$ cat src/rtl/rocket_launch_ctrl.sv
// Multi-slot rocket scheduler: allocates, advances and retires up to NUM_ROCKETS rockets on the 1 ms tick.
// Optional ROCKET_AUTOFIRE_EN: a held fire button keeps requesting launches (default: rising edges only).
module rocket_launch_ctrl #(
  parameter int NUM_ROCKETS = 4,
  parameter int STEP        = 1,
  parameter int RETIRE_X    = 632,
  parameter int COOLDOWN    = 150
) (
  input  logic                      clk,
  input  logic                      reset,
  input  logic                      tick,
  input  logic                      fire_button,
  input  logic [1:0]                game_state,
  input  logic [9:0]                x_ship,
  input  logic [9:0]                y_ship,
  input  logic [NUM_ROCKETS-1:0]    hit,
  output logic [NUM_ROCKETS-1:0]    rocket_active,
  output logic [10*NUM_ROCKETS-1:0] x_rockets,
  output logic [10*NUM_ROCKETS-1:0] y_rockets,
  output logic                      launch_pulse,
  output logic                      cooldown_busy
);

  // state  | meaning
  // IDLE   | slot free, position follows the ship every clk
  // FLIGHT | rocket in flight, x advances by STEP per tick
  typedef enum logic {IDLE = 1'b0, FLIGHT = 1'b1} slot_state_t;

  slot_state_t             state_q [NUM_ROCKETS];
  slot_state_t             state_d [NUM_ROCKETS];
  logic [9:0]              x_q     [NUM_ROCKETS];
  logic [9:0]              x_d     [NUM_ROCKETS];
  logic [9:0]              y_q     [NUM_ROCKETS];
  logic [9:0]              y_d     [NUM_ROCKETS];
  logic [NUM_ROCKETS-1:0]  kill_q, kill_d;
  logic [NUM_ROCKETS-1:0]  launch_sel;
  logic                    any_idle;
  logic                    fire_prev_q;
  logic                    fire_pending_q, fire_pending_d;
  logic                    fire_set;
  logic [9:0]              cool_q, cool_d;
  logic                    playing;
  logic                    upd;
  logic                    launch;

  assign playing = (game_state == 2'b01);
  assign upd     = tick & playing;

`ifdef ROCKET_AUTOFIRE_EN
  assign fire_set = fire_button;
`else
  assign fire_set = fire_button & ~fire_prev_q;
`endif

  // Lowest-index slot that is idle at the start of this cycle.
  always_comb begin
    launch_sel = '0;
    any_idle   = 1'b0;
    for (int i = 0; i < NUM_ROCKETS; i++) begin
      if (state_q[i] == IDLE && !any_idle) begin
        launch_sel[i] = 1'b1;
        any_idle      = 1'b1;
      end
    end
  end

  assign launch = upd & fire_pending_q & (cool_q == 10'd0) & any_idle;

  always_ff @(posedge clk) begin
    if (reset) begin
      for (int i = 0; i < NUM_ROCKETS; i++) begin
        state_q[i] <= IDLE;
        x_q[i]     <= 10'd0;
        y_q[i]     <= 10'd0;
      end
      kill_q         <= '0;
      fire_prev_q    <= 1'b0;
      fire_pending_q <= 1'b0;
      cool_q         <= 10'd0;
    end else begin
      for (int i = 0; i < NUM_ROCKETS; i++) begin
        state_q[i] <= state_d[i];
        x_q[i]     <= x_d[i];
        y_q[i]     <= y_d[i];
      end
      kill_q         <= kill_d;
      fire_prev_q    <= fire_button;
      fire_pending_q <= fire_pending_d;
      cool_q         <= cool_d;
    end
  end

  always_comb begin
    for (int i = 0; i < NUM_ROCKETS; i++) begin
      state_d[i] = state_q[i];
      x_d[i]     = x_q[i];
      y_d[i]     = y_q[i];
      if (!playing) begin
        state_d[i] = IDLE;
      end else if (upd) begin
        case (state_q[i])
          FLIGHT: begin
            if (kill_q[i] || x_q[i] >= 10'(RETIRE_X)) state_d[i] = IDLE;
            else                                      x_d[i] = x_q[i] + 10'(STEP);
          end
          default: if (launch && launch_sel[i]) state_d[i] = FLIGHT;
        endcase
      end
      // A slot idle now or idling next follows the ship; a launch also picks this up.
      if (state_q[i] == IDLE || state_d[i] == IDLE) begin
        x_d[i] = x_ship;
        y_d[i] = y_ship;
      end
      kill_d[i] = (state_q[i] == FLIGHT) && (state_d[i] == FLIGHT) && (kill_q[i] || hit[i]);
    end

    fire_pending_d = fire_pending_q;
    if (launch)   fire_pending_d = 1'b0;
    if (fire_set) fire_pending_d = 1'b1;
    if (!playing) fire_pending_d = 1'b0;

    cool_d = cool_q;
    if (!playing)                       cool_d = 10'd0;
    else if (launch)                    cool_d = 10'(COOLDOWN);
    else if (upd && cool_q != 10'd0)    cool_d = cool_q - 10'd1;
  end

  always_comb begin
    for (int i = 0; i < NUM_ROCKETS; i++) begin
      rocket_active[i]     = (state_q[i] == FLIGHT);
      x_rockets[10*i +: 10] = x_q[i];
      y_rockets[10*i +: 10] = y_q[i];
    end
    launch_pulse  = launch & ~reset;
    cooldown_busy = (cool_q != 10'd0);
  end

endmodule
$ cat config.mk
export PLATFORM = sky130hd
export DESIGN_NAME = rocket_launch_ctrl
export DESIGN_NICKNAME = d
export VERILOG_FILES = /design/src/rtl/rocket_launch_ctrl.sv
export SDC_FILE = /design/constraint.sdc
export NUM_CORES = 1
export LEC_CHECK = 0
export BUFFER_PORTS_ARGS = -buffer_cell sky130_fd_sc_hd__buf_2
export CELL_PAD_IN_SITES_DETAIL_PLACEMENT = 1
export CELL_PAD_IN_SITES_GLOBAL_PLACEMENT = 1
export CORE_MARGIN = 8
export CORE_UTILIZATION = 40
export CTS_BUF_LIST = sky130_fd_sc_hd__clkbuf_4
export DETAILED_ROUTE_END_ITERATION = 6
export PLACE_DENSITY = 0.91
export SLEW_MARGIN = 20
export SYNTH_ARGS = -nofsm -noshare
export SYNTH_HDL_FRONTEND = slang
export SYNTH_SLANG_ARGS = --single-unit
$ cat constraint.sdc
create_clock -name clk -period 3.1 [get_ports clk]
set_clock_uncertainty 0.1 [all_clocks]
set_input_delay 0.93 -clock clk [delete_from_list [all_inputs] [get_ports clk]]
set_output_delay 0.93 -clock clk [all_outputs]
set_load 0.01 [all_outputs]
==> qor.yml, run 1 <==
grt:
  grt_pass1_wl_mm: 27.3
  grt_start_max_net_pins: 37
  grt_overflow: 0
  gr-usage-all-layers_pct: 21.4
  antenna_found_initial: 0
  grt_pass1_vias: 5239
drt:
  viasPerCell: 5.83
  drt_iter0_markers: 302
  via_count: 4969
  wl_per_cell_um: 20.2
  ant_nets: 0
  drt_wl_total_mm: 17.2
  drc: 0
  drt-pass1-iter-count: 4
logic_synthesis:
  synth.yosys.seq_area_share_pct: 41.5
  synth_edf_count: 0
  avgSynthCellArea_um2: 8.10
  yosys_register_bits: 100
  synthDistinctLibCells: 65
  syn-num-nets: 636
  synth_cells: 596
  synth_warnings: 0
  syn_area_um2: 4830
  ys_async_sr_fraction_pct: 0
  synth_flop_cell: "dfxtp_1"
sta:
  timing.fmax_mhz: 333
  finalCritPeriodShare_pct: 96.7
  whs_ps: 364
  fin_ws_ps: 101
  tightest_slew_ps: 708
  drv_slew: 0
  hold_viol_final: 0
  finalSetupViolations: 0
  finalSetupTns_ps: 0
  fin_crit_ps: 3000
  relSlewSlack_pct: 52.5
critical_path:
  path_cells: "inv_1, ha_1, nor2b_2, and2_4, o2111ai_1, nor2_1, buf_2"
  crit_type: "reg2out"
  critPathCaptureType: "output pin"
  worst-endpoint-required_ps: 2070
  reg2reg_slack_ps: 780
  cp_data_arrival_time_ps: 1970
  critPathLaunchType: "flop"
  r2r-start: "x_q[0][4]"
  path_max_fanout: 7
  critical_path.slowest_cell: "dfxtp_1"
  max_stage_delay_ps: 360
  crit_start: "cool_q[0]"
placed_design:
  dpl.cell_count: 837
  gp_congestion: 0.829
  dp_worst_setup_slack_ps: 131
  hpwl_mm: 12.7
  numPortBuffers: 115
hold_path:
  min_path_type: "reg2reg"
  hold_start: "y_q[0][7]"
finish:
  final_cells: 853
  layout_commonest_cell: "buf_2"
  drive_gt1_share_pct: 23.9
  area_growth_pct: 17.7
  num-nets-final: 742
  num-fill-cells: 1492
  final_cell_mix: "buf_2 (115), nand2_1 (102), dfxtp_1 (100)"
  final_util_pct: 47.7
  num_antenna_cells: 0
clocking:
  holdBufCountCts: 0
  clk_latency_ps: 490
  clkSinkCount: 100
  cts_max_level: 3
  cts_tree: "done"
  cts_buffers: 9
  clock_path_buffers: 2
  clkTransAtPathRegs_ps: 150
  cts-root-buf: "clkbuf_4"
power:
  power.density_nw_per_um2: 431
  irDropWorstVdd_uv: 347
  leakagePower_nw: 2.35
floorplanning:
  die_area_um2: 15800
  die_w_um: 126
  initial_core_util_pct: 40.5
  row_count: 40
  core_um2: 11900
  ios: 116
  die_height_um: 126
status:
  status: "complete, no violations"
run:
  maxCapViolCount: 0
[registers in the layout (all words and copies together) (netlist names)]
signal	flops
x_q	40
y_q	40
cool_q	10
kill_q	4
state_q	4
fire_pending_q	1
fire_prev_q	1
[kinds of logic after synthesis]
kind of cell | share of synthesized area, %
AND/OR/NAND/NOR | 26.2
AO/OA/AOI/OAI | 19.5
flip-flops | 41.5
buffers and inverters | 4.72
XOR/XNOR | 3.27
multiplexers | 2.28
adder cells (fa/ha/maj) | 2.59
[worst max-delay path, delay by kind of cell (launching register included)]
family | cells | cell delay (ps)
AOI/OAI and AO/OA | 1 | 140
buffers and inverters | 2 | 240
and+or+nand+nor | 3 | 590
adders and majority gates | 1 | 130
DFF | 1 | 360
[area by class of cell]
cell class	count	area, µm²	share of cell area (%)
multi-input combinational	447	2610	45.9
sequential	100	2000	35.2
timing repair buffer	131	696	12.2
tap	147	184	3.24
clock inverter	6	80.1	1.41
clock buffer	9	67.6	1.19
inverter	13	48.8	0.858
[metal layers]
metal	vias to the layer above	share of wire (%)	global-route usage, %
li1	2317	-	-
met1	2439	41	23.7
met2	180	47	35.7
met3	33	9.5	8.52
met4	0	2.3	9.27
met5	-	0	0
[timing repair]
action	in CTS	in global routing
pin swaps	0	1
buffers inserted	0	1
endpoints found under the hold margin	0	0
resized for setup	3	1
endpoints found under the setup margin	1	1
[through the flow]
stage	instance area [µm²]	total power [mW]
final	5680	2.45
after global routing	5680	2.56
after CTS	5670	2.47
after detailed placement	5520	1.72
after floorplan	4830	1.57
after global placement	5520	1.71
[cells in the mapped netlist (3+ instances only)]
master	n	area, µm²
nand2_1	102	383
dfxtp_1	100	2000
nor2_1	61	229
a21oi_1	58	290
o21ai_0	21	105
nand3_1	17	85.1
nor3_1	17	85.1
clkbuf_1	16	60.1
buf_2	13	65.1
inv_1	13	48.8
xnor2_1	12	105
a211oi_1	11	82.6
mux2i_1	11	110
nor4_1	11	68.8
ha_1	10	125
or3_1	9	56.3
nand4_1	8	50.1
a31oi_1	7	43.8
nor2b_1	7	43.8
xor2_1	6	52.6
a2111oi_0	5	43.8
a221o_1	5	50.1
buf_4	5	37.5
a21o_1	4	30.0
nand3b_1	4	30.0
a21boi_0	3	22.5
a21oi_2	3	26.3
a22oi_1	3	22.5
a311oi_1	3	26.3
nand2b_1	3	18.8
nor3b_1	3	22.5
or2_2	3	18.8
[power breakdown]
part           switching, mW  internal (mW)  total (mW)
registers             0.0610           1.34        1.40
clock network          0.437          0.317       0.755
logic                  0.183          0.111       0.293
total                  0.681           1.77        2.45
[worst paths after layout]
| path | to | cells after the start |
|---|---|---|
| worst max-delay path | launch_pulse | 7 |
| worst min-delay path | y_q[0][7] | 2 |
| worst max register to register | y_q[0][6] | 6 |
| worst min register to register | y_q[0][7] | 2 |
Power figures use the tool's default switching activity.
==> run 2, diff against run 1 <==
--- a/config.mk
+++ b/config.mk
@@ -9,10 +9,10 @@
 export CELL_PAD_IN_SITES_DETAIL_PLACEMENT = 1
 export CELL_PAD_IN_SITES_GLOBAL_PLACEMENT = 1
 export CORE_MARGIN = 8
-export CORE_UTILIZATION = 40
-export CTS_BUF_LIST = sky130_fd_sc_hd__clkbuf_4
+export CORE_UTILIZATION = 35
+export CTS_BUF_LIST = sky130_fd_sc_hd__clkbuf_2
 export DETAILED_ROUTE_END_ITERATION = 6
-export PLACE_DENSITY = 0.91
+export PLACE_DENSITY = 0.83
 export SLEW_MARGIN = 20
 export SYNTH_ARGS = -nofsm -noshare
 export SYNTH_HDL_FRONTEND = slang
==> qor.yml, run 2 (same netlist as run 1, synthesis figures left out) <==
drt:
  drc: 0  # unchanged
  drt-pass1-iter-count: 4  # unchanged
  drt_wl_total_mm: 17.0  # -1.2%
  wl_per_cell_um: 19.0  # -5.7%
  ant_nets: 0  # unchanged
  viasPerCell: 5.47  # -6.1%
  via_count: 4888  # -1.6%
  drt_iter0_markers: 195  # -35%
sta:
  timing.fmax_mhz: 332  # -0.32%
  hold_viol_final: 0  # unchanged
  fin_crit_ps: 3010  # +9.66 ps
  tightest_slew_ps: 728  # +19.8 ps
  whs_ps: 369  # +5.53 ps
  rsz0062_at_grt: "true"
  drv_slew: 0  # unchanged
  finalCritPeriodShare_pct: 97.1  # +0.31 points
  relSlewSlack_pct: 51.1  # -1.3 points
  finalSetupViolations: 0  # unchanged
finish:
  top_regs: "x_q (40), y_q (40), cool_q (10)"
  final_cells: 894  # +4.8%
  num-nets-final: 749  # +0.94%
  multi_input_comb_area_um2: 2640  # +1.2%
  drive_gt1_share_pct: 26.2  # +2.3 points
  area_growth_pct: 20.5
  register_area_um2: 2020  # +0.75%
  design_area_um2: 5820  # +2.4%
  final_cell_mix: "buf_2 (114), nand2_1 (102), dfxtp_1 (94)"
  layout_commonest_cell: "buf_2"
  final_util_pct: 42.6  # -5.1 points
  num-fill-cells: 1716  # +15%
  num_antenna_cells: 0  # unchanged
placed_design:
  placed_cell_area_um2: 5560  # +0.75%
  hpwl_mm: 12.9  # +1.4%
  numPortBuffers: 115  # unchanged
  gp_congestion: 0.842  # +1.6%
  dpl.cell_count: 870  # +3.9%
floorplanning:
  die_area_um2: 17800  # +12%
  row_count: 43  # +7.5%
  ios: 116  # unchanged
  die_w_um: 133  # +6.0%
  initial_core_util_pct: 35.3  # -5.2 points
  die_height_um: 133  # +6.0%
  core_um2: 13700  # +15%
clocking:
  cts_buffers: 9  # unchanged
  clkTransAtPathRegs_ps: 260  # +110 ps
  cts_tree: "done"
  clkSinkCount: 100  # unchanged
  clock_path_buffers: 2  # unchanged
  clk_latency_ps: 630  # +140 ps
  cts_max_level: 3  # unchanged
  cts-root-buf: "clkbuf_2"
power:
  power_mw: 2.42  # -1.5%
  p_sw_share_pct: 28.8  # +1.0 points
  seq_power_share_pct: 58.1  # +0.8 points
  p_comb_share_pct: 12.2  # +0.2 points
  switchingPower_mw: 0.696  # +2.2%
  leakagePower_nw: 2.39  # +1.8%
  clockPowerShare_pct: 29.7  # -1.1 points
  irDropWorstVdd_uv: 253  # -27%
  internal_power_mw: 1.72  # -2.9%
  power.density_nw_per_um2: 415  # -3.8%
critical_path:
  critPathLaunchType: "flop"
  crit_type: "reg2out"
  rr_worst_depth: 6  # unchanged
  reg2reg_slack_ps: 830  # +50 ps
  r2r-start: "x_q[0][5]"
  reg2reg_to: "y_q[0][7]"
  worst-endpoint-required_ps: 2070  # about the same
  path_max_fanout: 5  # -2
  cp_data_arrival_time_ps: 1980  # about the same
  crit_start: "cool_q[5]"
  critPathCaptureType: "output pin"
grt:
  gr-usage-all-layers_pct: 19.4  # -2.0 points
  grt_start_max_net_pins: 52  # +41%
  antenna_found_initial: 0  # unchanged
  grt_pass1_vias: 5238  # -0.019%
  grt_pass1_wl_mm: 27.7  # +1.4%
  grt_overflow: 0  # unchanged
hold_path:
  whs_path_depth: 2  # unchanged
  hold_start: "y_q[0][29]"
  min_path_type: "reg2reg"
  hold_end: "y_q[0][29]"
run:
  maxCapViolCount: 0  # unchanged
status:
  status: "complete, no violations"
run 2: cell types whose count changed in the layout (fill, tap and decap cells not counted), moves of 3 or more:
| cell | previous run | this run |
|---|---|---|
| dfxtp_4 | 0 | 3 |
| dfxtp_2 | 0 | 3 |
| dfxtp_1 | 100 | 94 |
| buf_4 | 16 | 23 |
| clkbuf_4 | 9 | 0 |
| clkbuf_2 | 0 | 9 |
run 2: worst max-delay path by stage:
stage / slack, ps / to / cells after the start
floorplan: 100 / launch_pulse / 6
global placement: 220 / launch_pulse / 6
detailed placement: 160 / launch_pulse / 6
CTS: 0.4 / launch_pulse / 7
global route: -50 / launch_pulse / 5
finish: 90 / launch_pulse / 5
run 2: power by group through the flow:
stage / clock network [mW] / logic, mW / registers [mW]
3_3_place_gp: 0 / 0.285 / 1.42
3_5_place_dp: 0 / 0.296 / 1.43
6_report: 0.718 / 0.295 / 1.40
5_1_grt: 0.805 / 0.327 / 1.41
4_1_cts: 0.755 / 0.299 / 1.40
2_1_floorplan: 0 / 0.126 / 1.44
run 2: cell type report:
class                           instances  share of cell area, %
Sequential cell                       100                   34.7
Clock inverter                          7                   1.55
Inverter                               13                  0.839
Clock buffer                            9                  0.774
Timing Repair Buffer                  138                   13.0
Tap cell                              180                   3.87
Multi-Input combinational cell        447                   45.3
run 2: stage by stage:
step                setup TNS, ps  worst slack, ps
floorplan                       0              103
global placement                0              222
detailed placement              0              161
CTS                             0            0.383
global route                -55.6            -52.5
finish                          0             91.2
run 2: timing repair:
| item | in CTS | in global routing |
|---|---|---|
| endpoints found under the setup margin | 2 | 2 |
| hold buffers | 0 | 0 |
| pin swaps | 3 | 3 |
| resized for setup | 15 | 7 |
| buffers inserted | 5 | 3 |
| gates cloned | 0 | 0 |
run 2: critical path: stages (launching register included):
cell	delay, ps
dfxtp_4	430
nor4_4	310
and2_4	210
o2111ai_4	120
nor2_2	140
buf_6	140
run 2: layer usage:
metal / routed length, µm / GRT usage [%] / vias to the layer above / part of all wire, %
met2: 8040 / 31.7 / 136 / 47
met1: 6920 / 22.1 / 2404 / 41
met3: 1700 / 7.98 / 23 / 10
li1: - / - / 2325 / -
met5: 0 / 0 / - / 0
met4: 374 / 7.30 / 0 / 2.2
==> run 3, diff against run 2 <==
--- a/config.mk
+++ b/config.mk
@@ -9,10 +9,10 @@
 export CELL_PAD_IN_SITES_DETAIL_PLACEMENT = 1
 export CELL_PAD_IN_SITES_GLOBAL_PLACEMENT = 1
 export CORE_MARGIN = 8
-export CORE_UTILIZATION = 35
+export CORE_UTILIZATION = 40
 export CTS_BUF_LIST = sky130_fd_sc_hd__clkbuf_2
 export DETAILED_ROUTE_END_ITERATION = 6
-export PLACE_DENSITY = 0.83
+export PLACE_DENSITY = 0.91
 export SLEW_MARGIN = 20
 export SYNTH_ARGS = -nofsm -noshare
 export SYNTH_HDL_FRONTEND = slang
==> qor.yml, run 3 (same netlist as run 1, synthesis figures left out) <==
floorplanning:
  die_area_um2: 15800  # -11%
  die_height_um: 126  # -5.7%
  ios: 116  # unchanged
  row_count: 40  # -7.0%
  initial_core_util_pct: 40.5  # +5.2 points
  core_um2: 11900  # -13%
  die_w_um: 126  # -5.7%
drt:
  drt-pass1-iter-count: 5  # +1
  drt_iter0_markers: 400  # +110%
  drt_wl_total_mm: 17.6  # +3.3%
  drc: 0  # unchanged
  wl_per_cell_um: 20.4  # +7.1%
  ant_nets: 0  # unchanged
  viasPerCell: 5.86  # +7.1%
  via_count: 5048  # +3.3%
finish:
  layout_commonest_cell: "buf_2"
  multi_input_comb_area_um2: 2640  # about the same
  drive_gt1_share_pct: 26.3  # +0.10 points
  area_growth_pct: 19.6
  register_area_um2: 2020  # about the same
  final_cell_mix: "buf_2 (115), nand2_1 (102), dfxtp_1 (93)"
  design_area_um2: 5770  # -0.80%
  num_antenna_cells: 0  # unchanged
  top_regs: "x_q (40), y_q (40), cool_q (10)"
  num-nets-final: 751  # +0.27%
  final_util_pct: 48.5  # +5.9 points
  num-fill-cells: 1485  # -13%
critical_path:
  path_buf_inv: 2  # +1
  critPathCaptureType: "output pin"
  cp_common_cell: "buf_2"
  cp_data_arrival_time_ps: 1980  # about the same
  crit_family: "simple AND/OR/NAND/NOR gates"
  worst-endpoint-required_ps: 2070  # about the same
  max_stage_delay_ps: 280  # -150 ps
  critical_path.slowest_cell: "nand3b_1"
  crit_type: "in2out"
  path_cells: "buf_2, nand3b_1, nor2_4, o2111ai_4, nor2_2, buf_2"
  critPathLaunchType: "input port"
  path_max_fanout: 4  # -1
clocking:
  clock_path_buffers: 2  # unchanged
  holdBufCountCts: 0  # unchanged
  cts_buffers: 9  # unchanged
  cts_max_level: 3  # unchanged
  clkTransAtPathRegs_ps: 250  # about the same
  cts_tree: "done"
  clk_latency_ps: 610  # -20 ps
  cts-root-buf: "clkbuf_2"
  clkSinkCount: 100  # unchanged
power:
  internal_power_mw: 1.71  # -0.37%
  irDropWorstVdd_uv: 330  # +30%
  switchingPower_mw: 0.676  # -2.8%
  p_sw_share_pct: 28.3  # -0.51 points
  p_comb_share_pct: 12.4  # +0.2 points
  seq_power_share_pct: 58.8  # +0.7 points
  leakagePower_nw: 2.40  # +0.46%
  power.density_nw_per_um2: 414  # -0.28%
  clockPowerShare_pct: 28.8  # -0.9 points
sta:
  finalCritPeriodShare_pct: 97.1  # about the same
  relSlewSlack_pct: 51.0  # -0.13 points
  hold_viol_final: 0  # unchanged
  tightest_slew_ps: 729  # +1.87 ps
  fin_crit_ps: 3010  # +1.59 ps
  timing.fmax_mhz: 332  # about the same
  rsz0062_at_grt: "true"
  drv_slew: 0  # unchanged
  finalSetupViolations: 0  # unchanged
  finalSetupTns_ps: 0  # unchanged
status:
  status: "complete, no violations"
grt:
  grt_pass1_vias: 5262  # +0.46%
  grt_start_max_net_pins: 37  # -29%
  grt_pass1_wl_mm: 27.9  # +0.52%
  grt_overflow: 0  # unchanged
  gr-usage-all-layers_pct: 21.7  # +2.4 points
  antenna_found_initial: 0  # unchanged
placed_design:
  numPortBuffers: 115  # unchanged
  gp_congestion: 0.829  # -1.5%
  hpwl_mm: 12.7  # -1.4%
  placed_cell_area_um2: 5520  # -0.74%
run:
  maxCapViolCount: 0  # unchanged
hold_path:
  min_path_type: "reg2reg"
## run 3: path summary, 6_finish.rpt
path | start | end | slack, ps | cells past startpoint
worst min register to register | y_q[0][7] | y_q[0][7] | 370 | 2
worst max register to register | x_q[0][4] | y_q[0][6] | 770 | 6
worst min-delay path | y_q[0][7] | y_q[0][7] | 370 | 2
worst max-delay path | game_state[1] | launch_pulse | 90 | 6
## run 3: repair_timing
item                       4_1_cts  5_1_grt
buffers inserted                 5        5
setup endpoints to repair        2        1
pin swaps                        2        3
resized for setup               14        5
## run 3: stage by stage
step	hold slack (ps)	setup slack, ps	cells	total power [mW]
floorplan	376	103	596	1.57
global placement	336	117	837	1.71
detailed placement	349	131	837	1.72
CTS	368	5.26	857	2.42
global route	324	-13.2	862	2.50
finish	370	89.6	862	2.39
## run 3: power by group through the flow
| stage | combinational, mW | sequential, mW | clock [mW] |
|---|---|---|---|
| after global routing | 0.324 | 1.42 | 0.764 |
| final | 0.296 | 1.41 | 0.688 |
| after global placement | 0.281 | 1.43 | 0 |
| after detailed placement | 0.293 | 1.43 | 0 |
| after CTS | 0.295 | 1.41 | 0.716 |
| after floorplan | 0.126 | 1.44 | 0 |
## run 3: final cells by class
cell class / instances / area share, %
Clock buffer: 9 / 0.780
Timing Repair Buffer: 140 / 13.2
Tap cell: 147 / 3.19
Inverter: 13 / 0.845
Sequential cell: 100 / 34.9
Multi-Input combinational cell: 447 / 45.7
Clock inverter: 6 / 1.39
## run 3: metal layers
layer | GRT usage (%) | wire (µm) | part of all wire (%)
met5 | 0 | 0 | 0
met4 | 9.20 | 512 | 2.9
met3 | 8.65 | 1780 | 10
met2 | 36.2 | 8270 | 47
met1 | 24.3 | 7030 | 40
## run 3: worst register-to-register path, delay by kind of cell, from the launching register on
| family | cells | cell delay [ps] |
|---|---|---|
| buffers and inverters | 1 | 260 |
| AO/OA/AOI/OAI | 3 | 1080 |
| AND/OR/NAND/NOR | 2 | 270 |
| flip-flops | 1 | 550 |
